[src/rtl/cpu_pkg.sv]
// cpu_pkg: ALU opcodes and multicycle FSM states shared by the datapath blocks.
package cpu_pkg;
    localparam int ALU_CONTROL_SIZE = 3;
    typedef enum logic [ALU_CONTROL_SIZE-1:0] {ADD, SUB, AND, OR, XOR, SLT, SLL, SRL} alu_op_e;
    typedef enum logic [2:0] {FETCH, DECODE, EXEC, MEM, WB} state_e;
endpackage

[src/rtl/alu.sv]
// alu: combinational XLEN-wide ALU with zero flag.
module alu import cpu_pkg::*; #(
    parameter int XLEN = 32
) (
    input  logic [XLEN-1:0] a,
    input  logic [XLEN-1:0] b,
    input  alu_op_e         op,
    output logic [XLEN-1:0] y,
    output logic            zero
);
    localparam int SW = $clog2(XLEN);
    always_comb begin
        case (op)
            ADD:     y = a + b;
            SUB:     y = a - b;
            AND:     y = a & b;
            OR:      y = a | b;
            XOR:     y = a ^ b;
            SLT:     y = {{(XLEN-1){1'b0}}, $signed(a) < $signed(b)};
            SLL:     y = a << b[SW-1:0];
            SRL:     y = a >> b[SW-1:0];
            default: y = '0;
        endcase
    end
    assign zero = (y == '0);
endmodule

[src/rtl/regfile_p.sv]
// regfile_p: two-read one-write register file; register 0 is hardwired to zero.
module regfile_p #(
    parameter int XLEN  = 32,
    parameter int NREGS = 32,
    localparam int RW   = $clog2(NREGS)
) (
    input  logic            clk,
    input  logic            we,
    input  logic [RW-1:0]   waddr,
    input  logic [XLEN-1:0] wdata,
    input  logic [RW-1:0]   raddr1,
    input  logic [RW-1:0]   raddr2,
    output logic [XLEN-1:0] rdata1,
    output logic [XLEN-1:0] rdata2
);
    logic [XLEN-1:0] rf_q [NREGS];
    always_ff @(posedge clk)
        if (we && waddr != '0) rf_q[waddr] <= wdata;
    assign rdata1 = (raddr1 == '0) ? '0 : rf_q[raddr1];
    assign rdata2 = (raddr2 == '0) ? '0 : rf_q[raddr2];
endmodule

[src/rtl/mc_datapath.sv]
// mc_datapath: multicycle CPU datapath with FETCH/DECODE/EXEC/MEM/WB control and a
// single unified memory port; decoding is done externally from instr.
module mc_datapath import cpu_pkg::*; #(
    parameter int              XLEN     = 32,
    parameter int              NREGS    = 32,
    parameter logic [XLEN-1:0] RESET_PC = '0,
    localparam int             RW       = $clog2(NREGS)
) (
    input  logic                        clk,
    input  logic                        reset,
    input  logic [RW-1:0]               rs1,
    input  logic [RW-1:0]               rs2,
    input  logic [RW-1:0]               rd,
    input  logic                        regWrite,
    input  logic                        memWrite,
    input  logic                        memRead,
    input  logic                        ALUSrc,
    input  logic                        branch,
    input  logic                        brNe,
    input  logic                        jump,
    input  logic [ALU_CONTROL_SIZE-1:0] ALUControl,
    input  logic [XLEN-1:0]             imm,
    output logic [31:0]                 instr,
    output logic [XLEN-1:0]             pc,
    output logic                        mem_req,
    output logic                        mem_we,
    output logic [XLEN-1:0]             mem_addr,
    output logic [XLEN-1:0]             mem_wdata,
    input  logic [XLEN-1:0]             mem_rdata,
    input  logic                        mem_ready,
    output logic                        retire
);
    localparam logic [XLEN-1:0] STEP = XLEN'(XLEN / 8);

    state_e          state_q, state_d;
    logic [XLEN-1:0] pc_q, pc_d, a_q, a_d, b_q, b_d, alu_out_q, alu_out_d, mdr_q, mdr_d;
    logic [31:0]     ir_q, ir_d;
    logic [XLEN-1:0] rs1_data, rs2_data, alu_y, rf_wdata, pc_step, pc_tgt;
    logic            alu_zero, rf_we;

    assign pc_step   = pc_q + STEP;
    assign pc_tgt    = pc_q + imm;
    assign rf_wdata  = memRead ? mdr_q : jump ? pc_step : alu_out_q;
    assign instr     = ir_q;
    assign pc        = pc_q;
    assign mem_wdata = b_q;

    alu #(.XLEN(XLEN)) u_alu (
        .a    (a_q),
        .b    (ALUSrc ? imm : b_q),
        .op   (alu_op_e'(ALUControl)),
        .y    (alu_y),
        .zero (alu_zero)
    );

    regfile_p #(.XLEN(XLEN), .NREGS(NREGS)) u_rf (
        .clk    (clk),
        .we     (rf_we),
        .waddr  (rd),
        .wdata  (rf_wdata),
        .raddr1 (rs1),
        .raddr2 (rs2),
        .rdata1 (rs1_data),
        .rdata2 (rs2_data)
    );

    always_comb begin
        state_d   = state_q;
        pc_d      = pc_q;
        ir_d      = ir_q;
        a_d       = a_q;
        b_d       = b_q;
        alu_out_d = alu_out_q;
        mdr_d     = mdr_q;
        mem_req   = 1'b0;
        mem_we    = 1'b0;
        mem_addr  = pc_q;
        retire    = 1'b0;
        rf_we     = 1'b0;
        case (state_q)
            FETCH: begin
                mem_req = 1'b1;
                if (mem_ready) begin
                    ir_d    = mem_rdata[31:0];
                    state_d = DECODE;
                end
            end
            DECODE: begin
                a_d     = rs1_data;
                b_d     = rs2_data;
                state_d = EXEC;
            end
            EXEC: begin
                alu_out_d = alu_y;
                if (branch) begin
                    pc_d    = (alu_zero ^ brNe) ? pc_tgt : pc_step;
                    retire  = 1'b1;
                    state_d = FETCH;
                end else if (memRead || memWrite) begin
                    state_d = MEM;
                end else if (regWrite || jump) begin
                    state_d = WB;
                end else begin
                    pc_d    = pc_step;
                    retire  = 1'b1;
                    state_d = FETCH;
                end
            end
            MEM: begin
                mem_req  = 1'b1;
                mem_addr = alu_out_q;
                mem_we   = memWrite;
                if (mem_ready && memRead) begin
                    mdr_d   = mem_rdata;
                    state_d = WB;
                end else if (mem_ready) begin
                    pc_d    = pc_step;
                    retire  = 1'b1;
                    state_d = FETCH;
                end
            end
            WB: begin
                rf_we   = 1'b1;
                retire  = 1'b1;
                pc_d    = jump ? pc_tgt : pc_step;
                state_d = FETCH;
            end
            default: state_d = FETCH;
        endcase
        // Reset drops any in-flight request, so a mem_ready seen now cannot complete it.
        if (reset) begin
            mem_req = 1'b0;
            mem_we  = 1'b0;
            retire  = 1'b0;
            rf_we   = 1'b0;
        end
    end

    always_ff @(posedge clk) begin
        if (reset) begin
            state_q <= FETCH;
            pc_q    <= RESET_PC;
            ir_q    <= '0;
        end else begin
            state_q <= state_d;
            pc_q    <= pc_d;
            ir_q    <= ir_d;
        end
    end

    always_ff @(posedge clk) begin
        a_q       <= a_d;
        b_q       <= b_d;
        alu_out_q <= alu_out_d;
        mdr_q     <= mdr_d;
    end
endmodule
[config.mk]
export PLATFORM = sky130hd
export DESIGN_NAME = mc_datapath
export DESIGN_NICKNAME = d
export VERILOG_FILES = /design/src/rtl/cpu_pkg.sv /design/src/rtl/alu.sv /design/src/rtl/regfile_p.sv /design/src/rtl/mc_datapath.sv
export SDC_FILE = /design/constraint.sdc
export NUM_CORES = 2
export LEC_CHECK = 0
export ABC_AREA = 1
export BUFFER_PORTS_ARGS = -buffer_cell sky130_fd_sc_hd__clkbuf_2
export CAP_MARGIN = 10
export CORE_MARGIN = 2
export CORE_UTILIZATION = 40
export CTS_CLUSTER_SIZE = 28
export DETAILED_ROUTE_END_ITERATION = 8
export SYNTH_ARGS = -nofsm -noshare
export SYNTH_HDL_FRONTEND = slang
export SYNTH_SLANG_ARGS = --single-unit
[constraint.sdc]
create_clock -name clk -period 5.02 [get_ports clk]
set_input_delay 0.753 -clock clk [delete_from_list [all_inputs] [get_ports clk]]
set_output_delay 0.753 -clock clk [all_outputs]
set_load 0.005 [all_outputs]
=== Word level (Yosys, flattened, before mapping) ===
Memories as Yosys holds them, arrays and structs flattened. A register that Yosys moved wholly into a read port is not among the register bits.
Cells that the tools add are included.

* Register bits: 131
* RAM bits: 1024
* Bits of input ports: 92
* Output and inout bits: 131
* Logic and storage cells: 85
* Memories: 1

* $add $sub $neg: 4
* Magnitude comparators: 1
* Equality and inequality tests: 17
* Shifts and indexed selects: 2
* Muxes and demuxes: 35
* Bitwise logic cells: 4
* Reduce and logical (&&, ||, !) cells: 16

{| class="wikitable"
|+ Memories
! memory !! depth !! width !! read ports !! clocked after memory_dff !! write ports !! RTL line !! source
|-
| u_rf.rf_q || 32 || 32 || 2 || 2 || 1 || regfile_p.sv:16 || <nowiki>logic [XLEN-1:0] rf_q [NREGS];</nowiki>
|}

{| class="wikitable"
|+ Operators with widths
! cell !! count
|-
| $mux W32 || 11
|-
| $pmux W32 S8 || 1
|-
| $pmux W32 S3 || 1
|-
| $add A32 B32 Y32 || 2
|-
| $add A32 B3 Y32 const B || 1
|-
| $and A32 B32 Y32 || 1
|-
| $logic_not A32 Y1 || 1
|-
| $lt A32 B32 Y1 || 1
|-
| $or A32 B32 Y32 || 1
|-
| $shl A32 B5 Y32 || 1
|-
| $shr A32 B5 Y32 || 1
|-
| $sub A32 B32 Y32 || 1
|-
| $xor A32 B32 Y32 || 1
|-
| $mux W3 || 6
|-
| $eq A3 B3 Y1 const B || 5
|-
| $mux W1 || 14
|-
| $eq A3 B2 Y1 const B || 4
|-
| $pmux W3 S4 || 1
|-
| $logic_not A5 Y1 || 2
|-
| $ne A3 B3 Y1 const B || 3
|-
| $eq A3 B1 Y1 const B || 2
|-
| $logic_not A3 Y1 || 2
|-
| $ne A2 B2 Y1 const B || 3
|-
| $reduce_and A2 Y1 || 3
|-
| 8 further kinds || 10
|}

=== Logic depth before layout (Yosys ltp) ===
* Depth in word-level cells: 8
* Gate-level depth with buffers: 35
* Mapped depth without buffers: 31

=== Modules after synthesis ===
A second synthesis with hierarchy kept.

* Cell total of the unflattened synthesis: 9500
* Area total of the unflattened synthesis: 72793.6 um2

{| class="wikitable"
|+ Modules (own cells, without submodules)
! module !! instances !! cells each !! area each (um2) !! sequential area each (um2)
|-
| regfile_p || 1 || 5972 || 51687.1 || 30749.5
|-
| mc_datapath || 1 || 1460 || 11133.2 || 5185.0
|-
| alu || 1 || 2068 || 9973.3 || 0.0
|}

=== Least setup slack after synthesis ===
Ideal clock, no wire load.

* Path kind: register -> register
* Start point: reg state_q[0]
* End point: reg state_q[1]
* Setup time: 0.076 ns
* Arrival time: 5.366 ns
* Data required time: 4.944 ns
* Path slack: -0.422 ns
* Cell stages (with the launch flop): 5
* Path buffers: 0
* Period minus slack after synthesis: 5.442 ns
* Path through: dfxtp_1 inv_1 nor3_1 o21ai_0 inv_1

* Cells in the longest elaborated chain, start to end: 3
* Elaborated cells between the ends (all ways): 8
* Classes of those cells: eq/ne: 5; mux: 1; reduce/logical: 2

{| class="wikitable"
|+ Ends and longest elaborated chain
! item !! RTL line !! source
|-
| start: declaration || mc_datapath.sv:35 || <nowiki>state_e state_q, state_d;</nowiki>
|-
| start signal: assignment || mc_datapath.sv:145 || <nowiki>state_q <= state_d;</nowiki>
|-
| $eq A3 B2 Y1 / $logic_not A3 Y1 (equally long branches) || mc_datapath.sv:80 || <nowiki>case (state_q)</nowiki>
|-
| $ne A3 B3 Y1 (no source line) / $ne A2 B2 Y1 (equally long branches) || - ||
|-
| $reduce_and A2 Y1 (no source line) || - ||
|}

Parallel ways exist; a longest one is shown, timed or not.
A chain may end at the register's enable or synchronous reset.

=== Worst setup path after layout ===
* Start point: reg b_q[4], in the netlist mem_wdata[4] (read register of u_rf.rf_q)
* End point: reg pc_q[4], in the netlist pc[4]

* Cells in the longest elaborated chain, start to end: 8
* Elaborated cells between the ends (all ways): 15
* Classes of those cells: add/sub: 2; order compare: 1; shift: 2; mux: 5; bitwise: 4; reduce/logical: 1

{| class="wikitable"
|+ Ends and longest elaborated chain
! item !! RTL line !! source
|-
| start: declaration || mc_datapath.sv:36 || <nowiki>logic [XLEN-1:0] pc_q, pc_d, a_q, a_d, b_q, b_d, alu_out_q, alu_out_d, mdr_q, mdr_d;</nowiki>
|-
| $mux W32 * || mc_datapath.sv:50 || <nowiki>.b (ALUSrc ? imm : b_q),</nowiki>
|-
| $sub A32 B32 Y32 (tied with other cells) || alu.sv:15 || <nowiki>SUB: y = a - b;</nowiki>
|-
| $pmux W32 S8 * || alu.sv:13 || <nowiki>case (op)</nowiki>
|-
| named net alu_y[28] || mc_datapath.sv:38 || <nowiki>logic [XLEN-1:0] rs1_data, rs2_data, alu_y, rf_wdata, pc_step, pc_tgt;</nowiki>
|-
| $logic_not A32 Y1 * || alu.sv:25 || <nowiki>assign zero = (y == '0);</nowiki>
|-
| $xor A1 B1 Y1 * || mc_datapath.sv:96 || <nowiki>pc_d = (alu_zero ^ brNe) ? pc_tgt : pc_step;</nowiki>
|-
| $mux W32 * || mc_datapath.sv:96 ||
|-
| $mux W32 * || mc_datapath.sv:95 || <nowiki>if (branch) begin</nowiki>
|-
| $pmux W32 S3 * || mc_datapath.sv:80 ||
|-
| end signal: assignment || mc_datapath.sv:146 || <nowiki>pc_q <= pc_d;</nowiki>
|-
| end: declaration || mc_datapath.sv:36 ||
|}

The timed path passes the listed nets; every way through them passes the cells marked *.

==> impl_metrics.json <==
{
  "fin_util": 0.468,
  "final_cell_area_um2": 81600,
  "post-route-period-util": 0.966,
  "die_area_um2": 179000,
  "final_hold_viol_count": 0,
  "max_cap_violation_count": 0,
  "drt_first_pass_iters": 7,
  "path_max_fanout": 30,
  "peakVddDrop_mv": 0.369,
  "worstPathRequired_ps": 5750,
  "cp_common_cell": "sky130_fd_sc_hd__nand2_1",
  "achievable_clock_frequency_mhz": 206,
  "first_global_vias": 62400,
  "timing.hold.worst.class": "in -> reg",
  "grt_use_total": 0.336,
  "outcome": "finished, final reports clean",
  "clock_sinks": 1219,
  "layout_common_cells": "sky130_fd_sc_hd__nand2_1, sky130_fd_sc_hd__o21ai_0, sky130_fd_sc_hd__edfxtp_1",
  "total_standard_cell_area_after_synthesis_um2": 70400,
  "netlist_top_cells_area": "sky130_fd_sc_hd__edfxtp_1, sky130_fd_sc_hd__o21ai_0, sky130_fd_sc_hd__nand2_1",
  "netlist-cell-type-count": 53,
  "cts.path.max_buffers": 3,
  "setup.worst_path.class": "reg -> reg",
  "worst-endpoint-arrival_ps": 5580,
  "timing.critical_path.from_type": "register",
  "fraction_of_the_yosys_area_taken_by_sequential_cells": 0.511,
  "remaining_drc_errors": 0,
  "fp.dieH_um": 423,
  "synth_area_per_cell_um2": 8.40,
  "most_common_cell_after_layout_fill_and_taps_aside": "sky130_fd_sc_hd__nand2_1",
  "tritoncts_buffers": 138,
  "timing_worst_slew_pin_value_ps": 1200,
  "p_per_area_nw_per_um2": 325,
  "grt_antenna_before_repair": 16,
  "initial_util": 0.404,
  "placedCellCount": 10900,
  "total_power_w": 0.0265,
  "postSynthCellCount": 8383,
  "die_w_um": 423,
  "clk_transition_reported_paths_ps": 60,
  "grt_first_pass_wirelength_mm": 440,
  "top_level_ports": 223,
  "final_cell_count_no_fill": 11200,
  "yosysTopAreaCell": "sky130_fd_sc_hd__edfxtp_1",
  "worstSkewPairLatency_ps": 820,
  "cts-hold-fix-buffers": 0,
  "htree_num_levels": 4,
  "drive_gt1_frac": 0.118,
  "antenna_violating_nets_left": 0,
  "ffs_w_async_s_r_synth": 0,
  "endpoint_type_of_the_worst_setup_path": "register",
  "port_buffers": 222,
  "synth_largest_type_area_fraction": 0.492,
  "cellLeakagePower_nw": 32.1,
  "hpwlAfterDp_mm": 209,
  "synth-edff-count": 1152,
  "wl_mm": 311,
  "yosys_warnings": 0,
  "worst_case_clock_skew_ps": 35.1,
  "fp-row-count": 153,
  "fin_tns_setup_ps": 0,
  "largest_net_degree_at_the_start_of_global_routing": 171,
  "ys.flop_type": "sky130_fd_sc_hd__edfxtp_1",
  "global_route.overflow_total": 0,
  "finalSetupViolations": 0,
  "cpMaxStageDelayCell": "sky130_fd_sc_hd__edfxtp_1",
  "fillCellCount": 16800,
  "wire_per_inst_um": 27.8,
  "timing.final.crit_period_ps": 4850,
  "area_growth_pct": 15.9,
  "num_vias": 67500,
  "nets": 8939,
  "clock_tree.root_cell": "sky130_fd_sc_hd__clkbuf_16",
  "post_dp_cell_area_um2": 77100,
  "cts_tree": "done",
  "rsz0062_at_grt": "false",
  "slew_headroom": 0.197,
  "synth.ff_latch_count": 1219,
  "timing_max_transition_violations_final": 0,
  "timing.critical_path.slowest_cell_delay_ps": 580,
  "core_area_um2": 174000,
  "drtIter0Drc": 10200,
  "vias_per_cell": 6.05,
  "globalplace.congestion": 1.06
}
[cells in the mapped netlist, types with 33 or more instances]
cell,count
sky130_fd_sc_hd__a21oi_1,636
sky130_fd_sc_hd__buf_1,69
sky130_fd_sc_hd__nand4_1,97
sky130_fd_sc_hd__o221ai_1,37
sky130_fd_sc_hd__nor3_1,38
sky130_fd_sc_hd__clkbuf_1,455
sky130_fd_sc_hd__nor2_1,685
sky130_fd_sc_hd__xor2_1,36
sky130_fd_sc_hd__nand3_1,780
sky130_fd_sc_hd__a31oi_1,39
sky130_fd_sc_hd__edfxtp_1,1152
sky130_fd_sc_hd__inv_1,836
sky130_fd_sc_hd__ha_1,129
sky130_fd_sc_hd__o22ai_1,127
sky130_fd_sc_hd__dfxtp_1,67
sky130_fd_sc_hd__nand2_1,1369
sky130_fd_sc_hd__o21ai_0,1277
sky130_fd_sc_hd__a41oi_1,39
sky130_fd_sc_hd__or2_2,33
sky130_fd_sc_hd__buf_2,47
sky130_fd_sc_hd__o211ai_1,279
[where the power goes]
group	total, W	switching (W)	internal (W)
logic	0.00500	0.00345	0.00155
clock network	0.00999	0.00437	0.00562
registers	0.0115	0.000189	0.0113
total	0.0265	0.00801	0.0185
[cell type report]
cell class | instances | area [um^2] | share of cell area
clock buffer | 175 | 3600 | 0.0442
antenna | 6 | 15.0 | 0.000184
inverter | 848 | 3200 | 0.0392
timing repair buffer | 744 | 5630 | 0.0691
sequential | 1219 | 35900 | 0.441
clock inverter | 79 | 811 | 0.00994
multi-input combinational | 5764 | 29500 | 0.361
tap | 2325 | 2910 | 0.0357
[worst max-delay path, delay by kind of cell, from the launching register on]
family / cells / cell delay [ps]
compound gates: 1 / 180
flops: 1 / 580
buf+inv: 5 / 710
simple gates: 22 / 2830
fa+ha+maj: 1 / 470
[layer usage]
metal | vias to the layer above | part of all wire | track usage
met4 | 6 | 0.056 | 0.172
met2 | 4188 | 0.45 | 0.519
met1 | 32400 | 0.40 | 0.454
li1 | 30100 | - | -
met3 | 819 | 0.10 | 0.0576
met5 | - | 0.00015 | 0
[cell families (layout without fill, tap and decap cells)]
logic type | after synthesis | in the layout | share of synthesized area
AND/OR/NAND/NOR | 3038 | 3038 | 0.183
other | 1 | 38 | 0.0000533
adder cells (fa/ha/maj) | 132 | 132 | 0.0238
buffers and inverters | 1431 | 1846 | 0.0780
XOR/XNOR | 50 | 50 | 0.00622
AO/OA/AOI/OAI | 2512 | 2512 | 0.199
flip-flops | 1219 | 1219 | 0.511
[final timing paths]
kind | startpoint | slack [ps] | end | cells after the start
max | mem_wdata[4]$_SDFFCE_PN0P_ | 170 | pc[4]$_SDFFE_PP0P_ | 29
min reg2reg | instr[19]$_SDFFE_PP0P_ | 520 | instr[19]$_SDFFE_PP0P_ | 2
max reg2reg | mem_wdata[4]$_SDFFCE_PN0P_ | 170 | pc[4]$_SDFFE_PP0P_ | 29
min | mem_rdata[30] | 150 | mdr_q[30]$_DFFE_PP_ | 1
[repair_timing]
item,4_1_cts,5_1_grt
setup endpoints to repair,0,32
resized for setup,0,8
buffers inserted,0,2
[sequential cells by signal (all words and copies together), names as in the netlist]
register,count
u_rf.rf_q,1024
a_q,32
pc,32
state_q,3
mem_wdata,32
alu_out_q,32
mdr_q,32
instr,32
[metrics by stage]
step	worst slack [ps]	hold WS (ps)
floorplan	190	494
global placement	-695	495
detailed placement	-673	500
CTS	104	85.4
global route	72.8	103
finish	171	150
(Power assumes the default switching activity.)
